$ cat src/rtl/frame_config_loader_if.sv
// Word-stream input and frame-latch output bundle for frame_config_loader.
// The upstream word source uses master, the loader uses slave.
interface frame_config_loader_if #(
  parameter int FrameBitsPerRow = 32,
  parameter int MaxFramesPerCol = 20
);
  logic [31:0]                WordData;
  logic                       WordValid;
  logic                       WordReady;
  logic [FrameBitsPerRow-1:0] FrameData;
  logic [MaxFramesPerCol-1:0] FrameStrobe;
  logic [7:0]                 ColumnSelect;
  logic                       Busy;
  logic                       ConfigDone;
  logic                       ConfigErr;

  modport master (
    output WordData, WordValid,
    input  WordReady, FrameData, FrameStrobe, ColumnSelect, Busy, ConfigDone, ConfigErr
  );

  modport slave (
    input  WordData, WordValid,
    output WordReady, FrameData, FrameStrobe, ColumnSelect, Busy, ConfigDone, ConfigErr
  );
endinterface

$ cat src/rtl/frame_config_loader.sv
// Parses a sync/header/data word stream and drives frame latches with a
// SETUP -> STROBE -> HOLD sequence per frame so data is stable around each strobe.
module frame_config_loader #(
  parameter int          FrameBitsPerRow = 32,
  parameter int          MaxFramesPerCol = 20,
  parameter int          NumColumns      = 16,
  parameter logic [31:0] SyncWord        = 32'hFAB0_FAB1
) (
  input logic                  CLK,
  input logic                  RESET,
  frame_config_loader_if.slave bus
);

  localparam int             IdxW        = 5;
  localparam logic [7:0]     NumColumnsW = 8'(NumColumns);
  localparam logic [16:0]    MaxFramesW  = 17'(MaxFramesPerCol);

  typedef enum logic [2:0] {
    S_IDLE,
    S_HEADER,
    S_DATA,
    S_SETUP,
    S_STROBE,
    S_HOLD
  } state_e;

  state_e                     state_q, state_d;
  logic [FrameBitsPerRow-1:0] data_q, data_d;
  logic [MaxFramesPerCol-1:0] strobe_q, strobe_d;
  logic [7:0]                 col_q, col_d;
  logic [IdxW-1:0]            idx_q, idx_d;
  logic [15:0]                rem_q, rem_d;
  logic                       err_q, err_d;
  logic                       done_q, done_d;

  logic        word_ready;
  logic        accept;
  logic [7:0]  hdr_col;
  logic [7:0]  hdr_start;
  logic [15:0] hdr_count;
  logic [16:0] hdr_end;

  assign word_ready = (state_q == S_IDLE) || (state_q == S_HEADER) || (state_q == S_DATA);
  assign accept     = word_ready && bus.WordValid;

  assign hdr_col   = bus.WordData[31:24];
  assign hdr_start = bus.WordData[23:16];
  assign hdr_count = bus.WordData[15:0];
  // Widened sum so a huge count cannot wrap back into the legal range.
  assign hdr_end   = {9'b0, hdr_start} + {1'b0, hdr_count};

  // NOTE: every variable gets its hold value before the case so no path infers a latch.
  always_comb begin
    state_d  = state_q;
    data_d   = data_q;
    col_d    = col_q;
    idx_d    = idx_q;
    rem_d    = rem_q;
    err_d    = err_q;
    done_d   = 1'b0;
    strobe_d = '0;

    case (state_q)
      S_IDLE: begin
        if (accept && bus.WordData == SyncWord) begin
          err_d   = 1'b0;
          state_d = S_HEADER;
        end
      end
      S_HEADER: begin
        if (accept) begin
          if (hdr_count == 16'd0) begin
            done_d  = 1'b1;
            state_d = S_IDLE;
          end else if (hdr_col >= NumColumnsW || hdr_end > MaxFramesW) begin
            err_d   = 1'b1;
            state_d = S_IDLE;
          end else begin
            col_d   = hdr_col;
            idx_d   = hdr_start[IdxW-1:0];
            rem_d   = hdr_count;
            state_d = S_DATA;
          end
        end
      end
      S_DATA: begin
        if (accept) begin
          data_d  = bus.WordData;
          state_d = S_SETUP;
        end
      end
      S_SETUP: begin
        // Strobe is registered so the latch enable is glitch-free.
        strobe_d[idx_q] = 1'b1;
        state_d         = S_STROBE;
      end
      S_STROBE: state_d = S_HOLD;
      S_HOLD: begin
        idx_d   = idx_q + 5'd1;
        rem_d   = rem_q - 16'd1;
        state_d = (rem_q == 16'd1) ? S_HEADER : S_DATA;
      end
      default: state_d = S_IDLE;
    endcase
  end

  // NOTE: state registers use non-blocking assignments so all flops update together.
  always_ff @(posedge CLK or posedge RESET) begin
    if (RESET) begin
      state_q  <= S_IDLE;
      data_q   <= '0;
      strobe_q <= '0;
      col_q    <= '0;
      idx_q    <= '0;
      rem_q    <= '0;
      err_q    <= 1'b0;
      done_q   <= 1'b0;
    end else begin
      state_q  <= state_d;
      data_q   <= data_d;
      strobe_q <= strobe_d;
      col_q    <= col_d;
      idx_q    <= idx_d;
      rem_q    <= rem_d;
      err_q    <= err_d;
      done_q   <= done_d;
    end
  end

  assign bus.WordReady    = word_ready;
  assign bus.FrameData    = data_q;
  assign bus.FrameStrobe  = strobe_q;
  assign bus.ColumnSelect = col_q;
  assign bus.Busy         = (state_q != S_IDLE);
  assign bus.ConfigDone   = done_q;
  assign bus.ConfigErr    = err_q;

endmodule

$ cat src/flat_wrapper.sv
// flat-port wrapper written by rule: the top's interface ports become plain ports
module frame_config_loader_flat 
#(
  parameter int          FrameBitsPerRow = 32,
  parameter int          MaxFramesPerCol = 20,
  parameter int          NumColumns      = 16,
  parameter logic [31:0] SyncWord        = 32'hFAB0_FAB1
)
  (CLK, RESET, bus_WordData, bus_WordValid, bus_WordReady, bus_FrameData, bus_FrameStrobe, bus_ColumnSelect, bus_Busy, bus_ConfigDone, bus_ConfigErr);
  frame_config_loader_if #(.FrameBitsPerRow(FrameBitsPerRow), .MaxFramesPerCol(MaxFramesPerCol)) bus_i ();
  input logic CLK;
  input logic RESET;
  input wire logic [$bits(bus_i.WordData)-1:0] bus_WordData;
  input wire logic [$bits(bus_i.WordValid)-1:0] bus_WordValid;
  output wire logic [$bits(bus_i.WordReady)-1:0] bus_WordReady;
  output wire logic [$bits(bus_i.FrameData)-1:0] bus_FrameData;
  output wire logic [$bits(bus_i.FrameStrobe)-1:0] bus_FrameStrobe;
  output wire logic [$bits(bus_i.ColumnSelect)-1:0] bus_ColumnSelect;
  output wire logic [$bits(bus_i.Busy)-1:0] bus_Busy;
  output wire logic [$bits(bus_i.ConfigDone)-1:0] bus_ConfigDone;
  output wire logic [$bits(bus_i.ConfigErr)-1:0] bus_ConfigErr;
  assign bus_i.WordData = bus_WordData;
  assign bus_i.WordValid = bus_WordValid;
  assign bus_WordReady = bus_i.WordReady;
  assign bus_FrameData = bus_i.FrameData;
  assign bus_FrameStrobe = bus_i.FrameStrobe;
  assign bus_ColumnSelect = bus_i.ColumnSelect;
  assign bus_Busy = bus_i.Busy;
  assign bus_ConfigDone = bus_i.ConfigDone;
  assign bus_ConfigErr = bus_i.ConfigErr;
  frame_config_loader #(.FrameBitsPerRow(FrameBitsPerRow), .MaxFramesPerCol(MaxFramesPerCol), .NumColumns(NumColumns), .SyncWord(SyncWord)) u_core (.CLK(CLK), .RESET(RESET), .bus(bus_i));
endmodule
$ cat config.mk
export PLATFORM = sky130hd
export DESIGN_NAME = frame_config_loader_flat
export DESIGN_NICKNAME = d
export VERILOG_FILES = /design/src/rtl/frame_config_loader_if.sv /design/src/rtl/frame_config_loader.sv /design/src/flat_wrapper.sv
export SDC_FILE = /design/constraint.sdc
export NUM_CORES = 1
export LEC_CHECK = 0
export BUFFER_PORTS_ARGS = -buffer_cell sky130_fd_sc_hd__buf_4
export CORE_UTILIZATION = 45
export CTS_CLUSTER_SIZE = 14
export DETAILED_ROUTE_END_ITERATION = 7
export PLACE_DENSITY = 0.68
export SYNTH_ARGS = -nofsm -noshare
export SYNTH_HDL_FRONTEND = slang
export SYNTH_SLANG_ARGS = --single-unit
$ cat constraint.sdc
create_clock -name CLK -period 2.86 [get_ports CLK]
set_input_delay 0 -clock CLK [delete_from_list [all_inputs] [get_ports CLK]]
set_output_delay 0 -clock CLK [all_outputs]
set_load 0.03 [all_outputs]
== After elaboration in Yosys (flattened, before gate mapping) ==
Index checks and enable logic that the tools add are counted.
Storage, ports and cells
  input bits: 35
  bits in registers: 86
Cells by class
  $add $sub $neg: 3
  multiplexer cells: 26
  bitwise logic cells: 2
  reduce and logical (&&, ||, !) cells: 16
  magnitude comparators: 4
  equality and inequality tests: 13
Operators with widths (number)
  16-bit 2-to-1 mux: 3
  32-bit == test, second input constant: 1
  16-bit one-hot mux with 2 select lines: 1
  20-bit 2-to-1 mux: 1
  3-bit one-hot mux with 6 select lines: 1
  8-bit by 16-bit adder with 17-bit output: 1
  17-bit by 5-bit greater-than comparator with 1-bit output, second input constant: 1
  16-bit by 1-bit == test with 1-bit output, second input constant: 1
  16-bit zero test: 1
  16-bit by 1-bit subtractor with 16-bit output, second input constant: 1
  5-bit 2-to-1 mux: 3
  3-bit 2-to-1 mux: 4
  5-bit one-hot mux with 2 select lines: 1
  8-bit by 5-bit >= comparator with 1-bit output, second input constant: 1
  1-bit 2-to-1 mux: 8
  2-bit inequality test, second input constant: 4
  4-bit AND reduction: 2
  3-bit by 2-bit == test with 1-bit output, second input constant: 2
  3-bit == test, second input constant: 2
  5-bit by 6-bit less-than comparator with 1-bit output, second input constant: 1
  5-bit by 1-bit adder with 5-bit output, second input constant: 1
  1-bit demux with 5-bit select: 1
  5-bit by 1-bit >= comparator with 1-bit output, second input constant: 1
  5-bit AND reduction: 1
  other kinds (12): 20

== Depth between registers and ports, before layout ==
  word-level depth: 7
  depth in mapped cells: 12

== Worst setup path before layout ==
Ideal clock, no wire load.
  path type: reg-to-reg
  from: register u_core.state_q[1]
  to: register u_core.err_q, in the netlist u_core.bus.ConfigErr
  required time: 2.735 ns
  period minus slack after synthesis: 2.513 ns
  stages on the path, launching flop included: 9
  data arrival time: 2.389 ns
  path slack: 0.347 ns
  path through: dfrtp_1 > clkbuf_1 > a21oi_1 > nand4_1 > nor4_1 > a31oi_1 > a2111oi_0 > nand2_1 > mux2_2
On the way
  cells in the longest elaborated chain, start to end: 7
RTL lines
  start, declared: RTL line frame_config_loader.sv:27  | state_e state_q, state_d;
  start signal, assigned: RTL line frame_config_loader.sv:119  | state_q <= state_d;
  3-bit by 1-bit == test with 1-bit output / 3-bit zero test (equally long branches): RTL line frame_config_loader.sv:43  | assign word_ready = (state_q == S_IDLE) || (state_q == S_HEADER) || (state_q == S_DATA);
  1-bit logical OR: RTL line frame_config_loader.sv:43
  1-bit logical OR (*): RTL line frame_config_loader.sv:43
  net bus_WordReady: RTL line flat_wrapper.sv:15  | output wire logic [$bits(bus_i.WordReady)-1:0] bus_WordReady;
  1-bit logical AND (*): RTL line frame_config_loader.sv:44  | assign accept = word_ready && bus.WordValid;
  1-bit logical AND: RTL line frame_config_loader.sv:65  | if (accept && bus.WordData == SyncWord) begin
  2-bit inequality test (no line)
  5-bit AND reduction (no line) (*)
  end signal, assigned: RTL line frame_config_loader.sv:125  | err_q <= err_d;
  end, declared: RTL line frame_config_loader.sv:33  | logic err_q, err_d;
Mark *: on every way through the listed nets, which the timed path passes. The rest lies on a longest branch.
A chain may end at the register's enable or synchronous reset.

== Worst setup path in the final report ==
  from: input port bus_WordData[2]
  to: register u_core.rem_q[6]
On the way
  cells in the longest elaborated chain, start to end: 5
RTL lines
  start, declared: RTL line flat_wrapper.sv:13  | input wire logic [$bits(bus_i.WordData)-1:0] bus_WordData;
  8-bit by 16-bit adder with 17-bit output: RTL line frame_config_loader.sv:50  | assign hdr_end = {9'b0, hdr_start} + {1'b0, hdr_count};
  17-bit by 5-bit greater-than comparator with 1-bit output: RTL line frame_config_loader.sv:75  | end else if (hdr_col >= NumColumnsW || hdr_end > MaxFramesW) begin
  1-bit logical OR: RTL line frame_config_loader.sv:75
  2-bit inequality test (no line)
  4-bit AND reduction (no line) (*)
  end signal, assigned: RTL line frame_config_loader.sv:124  | rem_q <= rem_d;
  end, declared: RTL line frame_config_loader.sv:32  | logic [15:0] rem_q, rem_d;
Mark *: on every way between the ends. The rest lies on a longest branch, timed or not.

==> results.txt <==
The run gives 0 ps as the setup TNS. In this run the deepest clock path goes through 2 buffers. After detailed placement, the design holds a cell count of 649. Of the total synthesized cell area, the portion taken by XOR and XNOR cells is 1.57%. For the sequential share of power, the log shows 38.9%. The I/O pin count was 99. VDD sags by at most 0.599 mV.

Minimum clock period: 2710 ps. TritonCTS built the clock tree. The post-route clock period utilization is 94.8%.

The synthesized netlist devotes 13.2% of its cell area to compound gates. Wires add up to 11.8 mm. The number of global-route vias before repair was 3738; the number of flops mapped to enable cells by yosys was 0.

When the netlist entered floorplanning its net count stood at 471. At the end of the flow, the number of nets in the layout was 614. Static timing analysis puts the maximum clock frequency at 369 MHz. The critical path in this run is classified as input pin to register. Synthesis handed over a netlist of 421 instances.

The largest fanout of any net on the critical path is 9. Overall power consumption after layout is estimated at 4370 uW. The logs give 4460 sq um for the netlist area before placement and 129 for the initial detailed-routing violation count. Leaving out filler cells and counting taps, the final layout contains 698. The tools report the wire length of the first global-routing pass as 19.1 mm.

For this design, the sink count on the clock tree is 86. On the final layout, the worst clock skew is 9.94 ps. The ratio of cells with drive above 1 in the final layout came out at 33.6%. Of all cell types, the one taking the most synthesized area is sky130_fd_sc_hd__dfrtp_1.

Across all hold checks on the routed design, the worst slack comes to 43.5 ps. Setup repair after global routing left no endpoint under its margin. The synthesized netlist devotes 18.5% of its cell area to simple gates.

After synthesis, the largest family of logic cells by area is simple AND/OR/NAND/NOR gates. The number of input and output port buffers inserted was 98. In this run the static leakage power is 0.00272 uW. Number of antenna violations at the first check in global routing: 0.

Internal power comes to 2640 uW. The count of endpoints failing setup in the final report was 0. For the via count, the log shows 3842. At the end of routability-driven placement, the weighted congestion stood at 0.890.

The floorplan has 35 rows. For the switching power summed over all nets, the log shows 1730 uW. The top cell types in the final layout, fill and taps aside, are sky130_fd_sc_hd__buf_4, sky130_fd_sc_hd__dfrtp_1, sky130_fd_sc_hd__nor2_1. The number of distinct library cell variants in the gate-level netlist after synthesis was 61. The die is 102 um tall. Power spread over the standard cell area amounts to 733 nW/um^2.

The initial core utilization is 47.4%, and the switching part of the total is 39.5%. Synthesized area per cell: 10.6 sq um. The async set or reset register ratio after synthesis was 100%. The top cell type by area accounts for 48.2% of the synthesized area.

Leaving out fill and tap cells, the most frequent cell in the layout is sky130_fd_sc_hd__buf_4. Headroom to the max-slew limit came out at 39.6%. For the final hold violation count, the log shows 0.

The CTS clock-pin slew for the worst setup and hold paths is 90 ps. In this run the number of H-tree levels came out at 3. Data on the critical path is required at its endpoint by 3090 ps. Overall overflow remaining after global route: 0. At the worst endpoint, the arrival time is 2940 ps.

For this run, the leading register cell type out of synthesis is sky130_fd_sc_hd__dfrtp_1. Yosys printed 0 warnings. The number of clock buffers added by TritonCTS is 9.

In this run, the clock network consumes 19.0% of the power. The floorplan step defined a die boundary enclosing 10300 sq um. The worst setup slack before clock tree synthesis is 42.7 ps, and the routed length per instance is 16.9 um. Yosys attributes the largest share of cell area to sky130_fd_sc_hd__dfrtp_1, sky130_fd_sc_hd__mux2_2, sky130_fd_sc_hd__nor2_1. In the synthesized netlist, mux cells make up 10.9% of the area.

The max-slew violation count is 0. The max-capacitance violation count came out at 0. The tree is rooted in a sky130_fd_sc_hd__clkbuf_8.

After detailed routing, the number of vias per cell comes to 5.50. The worst setup path is launched from an input pin. The worst hold path belongs to the class input pin to register. For the detailed-route DRC error count, the log shows 0. Detailed placement ended at an HPWL of 8.50 mm.

The adder-cell share of the synthesized area came out at 4.38%. The run gives 4 as the detailed-routing iteration count for the pre-antenna-repair pass. The flow ran to the end, and the final reports show no timing, DRC or antenna violations. The placeable core region was 9420 sq um; the width of the die was 102 um.

Combinational logic burns 42.1% of the power. After layout, the worst setup slack is 148 ps. The number of antenna diodes in the final layout is 0. The tools report the clock latency of the later-clocked register in the worst-skew pair as 350 ps.

STA classifies the critical path endpoint as a register. The area growth from synthesis to layout was 33.7%; the aggregate global-route resource usage was 24.3%. Entering global routing, the biggest net connects 53 pins.

Summing the sequential cell areas from Yosys gives 48.2% of the chip area. Once detail routing completed, the nets flagged for antenna violations numbered 0. In this run, synthesis produced a sequential element count of 86. The actual slew at the worst max-slew pin was 905 ps.
-- per-stage QoR --
stage	util (%)	cell area, sq um
floorplan	-	4460
global placement	57.6	5420
detailed placement	57.6	5420
CTS	63.0	5930
global route	63.4	5970
finish	63.4	5970
-- kinds of logic after synthesis --
| family | after synthesis |
|---|---|
| simple gates | 158 |
| mux | 44 |
| xor+xnor | 8 |
| fa+ha+maj | 15 |
| buf+inv | 30 |
| flops | 86 |
| compound gates | 80 |
-- what timing repair did --
item | CTS | global route
setup endpoints to repair | 0 | 25
endpoints found under the hold margin | 91 | 0
setup buffers | 0 | 1
resized for setup | 0 | 6
hold buffers | 32 | 0
-- critical path, stage by stage --
cell and delay [ps]:
sky130_fd_sc_hd__dlygate4sd3_1 540, sky130_fd_sc_hd__buf_4 150, sky130_fd_sc_hd__ha_2 410, sky130_fd_sc_hd__a21oi_1 150
sky130_fd_sc_hd__a2111oi_4 440, sky130_fd_sc_hd__o21bai_1 140, sky130_fd_sc_hd__mux2i_1 380, sky130_fd_sc_hd__and3_1 250
sky130_fd_sc_hd__buf_4 140, sky130_fd_sc_hd__mux2i_1 220, sky130_fd_sc_hd__o221ai_2 110
-- sequential cells by signal, indices dropped and copies added (netlist names) --
signal / count
u_core.rem_q: 16
u_core.bus.FrameData: 32
u_core.idx_q: 5
u_core.bus.ConfigDone: 1
u_core.bus.ConfigErr: 1
u_core.bus.ColumnSelect: 8
u_core.bus.FrameStrobe: 20
u_core.state_q: 3
-- cell type report --
cell class / instances / area, sq um
clock inverter: 6 / 52.6
timing repair buffer: 151 / 1230
clock buffer: 10 / 138
tap: 129 / 161
sequential: 86 / 2150
multi-input combinational: 305 / 2190
inverter: 11 / 42.5
fill: 788 / 3450
-- cell usage after synthesis (5+ instances only) --
cell                       instances
sky130_fd_sc_hd__nor3_1            9
sky130_fd_sc_hd__nand4_1           7
sky130_fd_sc_hd__nand3_1          14
sky130_fd_sc_hd__mux2i_1           7
sky130_fd_sc_hd__nand2_1          27
sky130_fd_sc_hd__and3_1            5
sky130_fd_sc_hd__ha_1             14
sky130_fd_sc_hd__mux2_2           37
sky130_fd_sc_hd__and2_1            6
sky130_fd_sc_hd__a31oi_1           7
sky130_fd_sc_hd__o211ai_1          7
sky130_fd_sc_hd__o21ai_0          12
sky130_fd_sc_hd__nor4_1            6
sky130_fd_sc_hd__nor2_1           55
sky130_fd_sc_hd__clkbuf_1         10
sky130_fd_sc_hd__dfrtp_1          86
sky130_fd_sc_hd__o22ai_1           5
sky130_fd_sc_hd__inv_1            11
sky130_fd_sc_hd__a21oi_1          19
-- power groups by stage --
| stage | Sequential, uW | Combinational, uW | Clock (uW) |
|---|---|---|---|
| global placement | 1700 | 1770 | 0 |
| finish | 1700 | 1840 | 831 |
| detailed placement | 1710 | 1790 | 0 |
| CTS | 1690 | 1820 | 845 |
| floorplan | 2150 | 658 | 0 |
| global route | 1740 | 1960 | 897 |
-- worst paths after layout --
| kind | start | endpoint | slack, ps | cells after the start |
|---|---|---|---|---|
| worst min register to register | u_core.bus.ColumnSelect[7] | u_core.bus.ColumnSelect[7] | 490 | 1 |
| min in group asynchronous | RESET | u_core.bus.FrameStrobe[9] | 360 | 3 |
| worst max register to register | u_core.state_q[1] | u_core.bus.ConfigErr | 240 | 7 |
| max in group asynchronous | RESET | u_core.bus.FrameStrobe[3] | 1720 | 4 |
| worst min-delay path | bus_WordData[0] | u_core.rem_q[0] | 40 | 3 |
| worst max-delay path | bus_WordData[2] | u_core.rem_q[6] | 150 | 11 |
-- routing by layer --
layer,vias to the layer above,routed length [um],track usage [%]
li1,1810,-,-
met1,1876,5010,31.6
met2,138,6010,41.7
met3,18,580,3.66
met4,0,210,7.80
met5,-,0,0
Note: power is estimated with default switching activity, not from simulation.
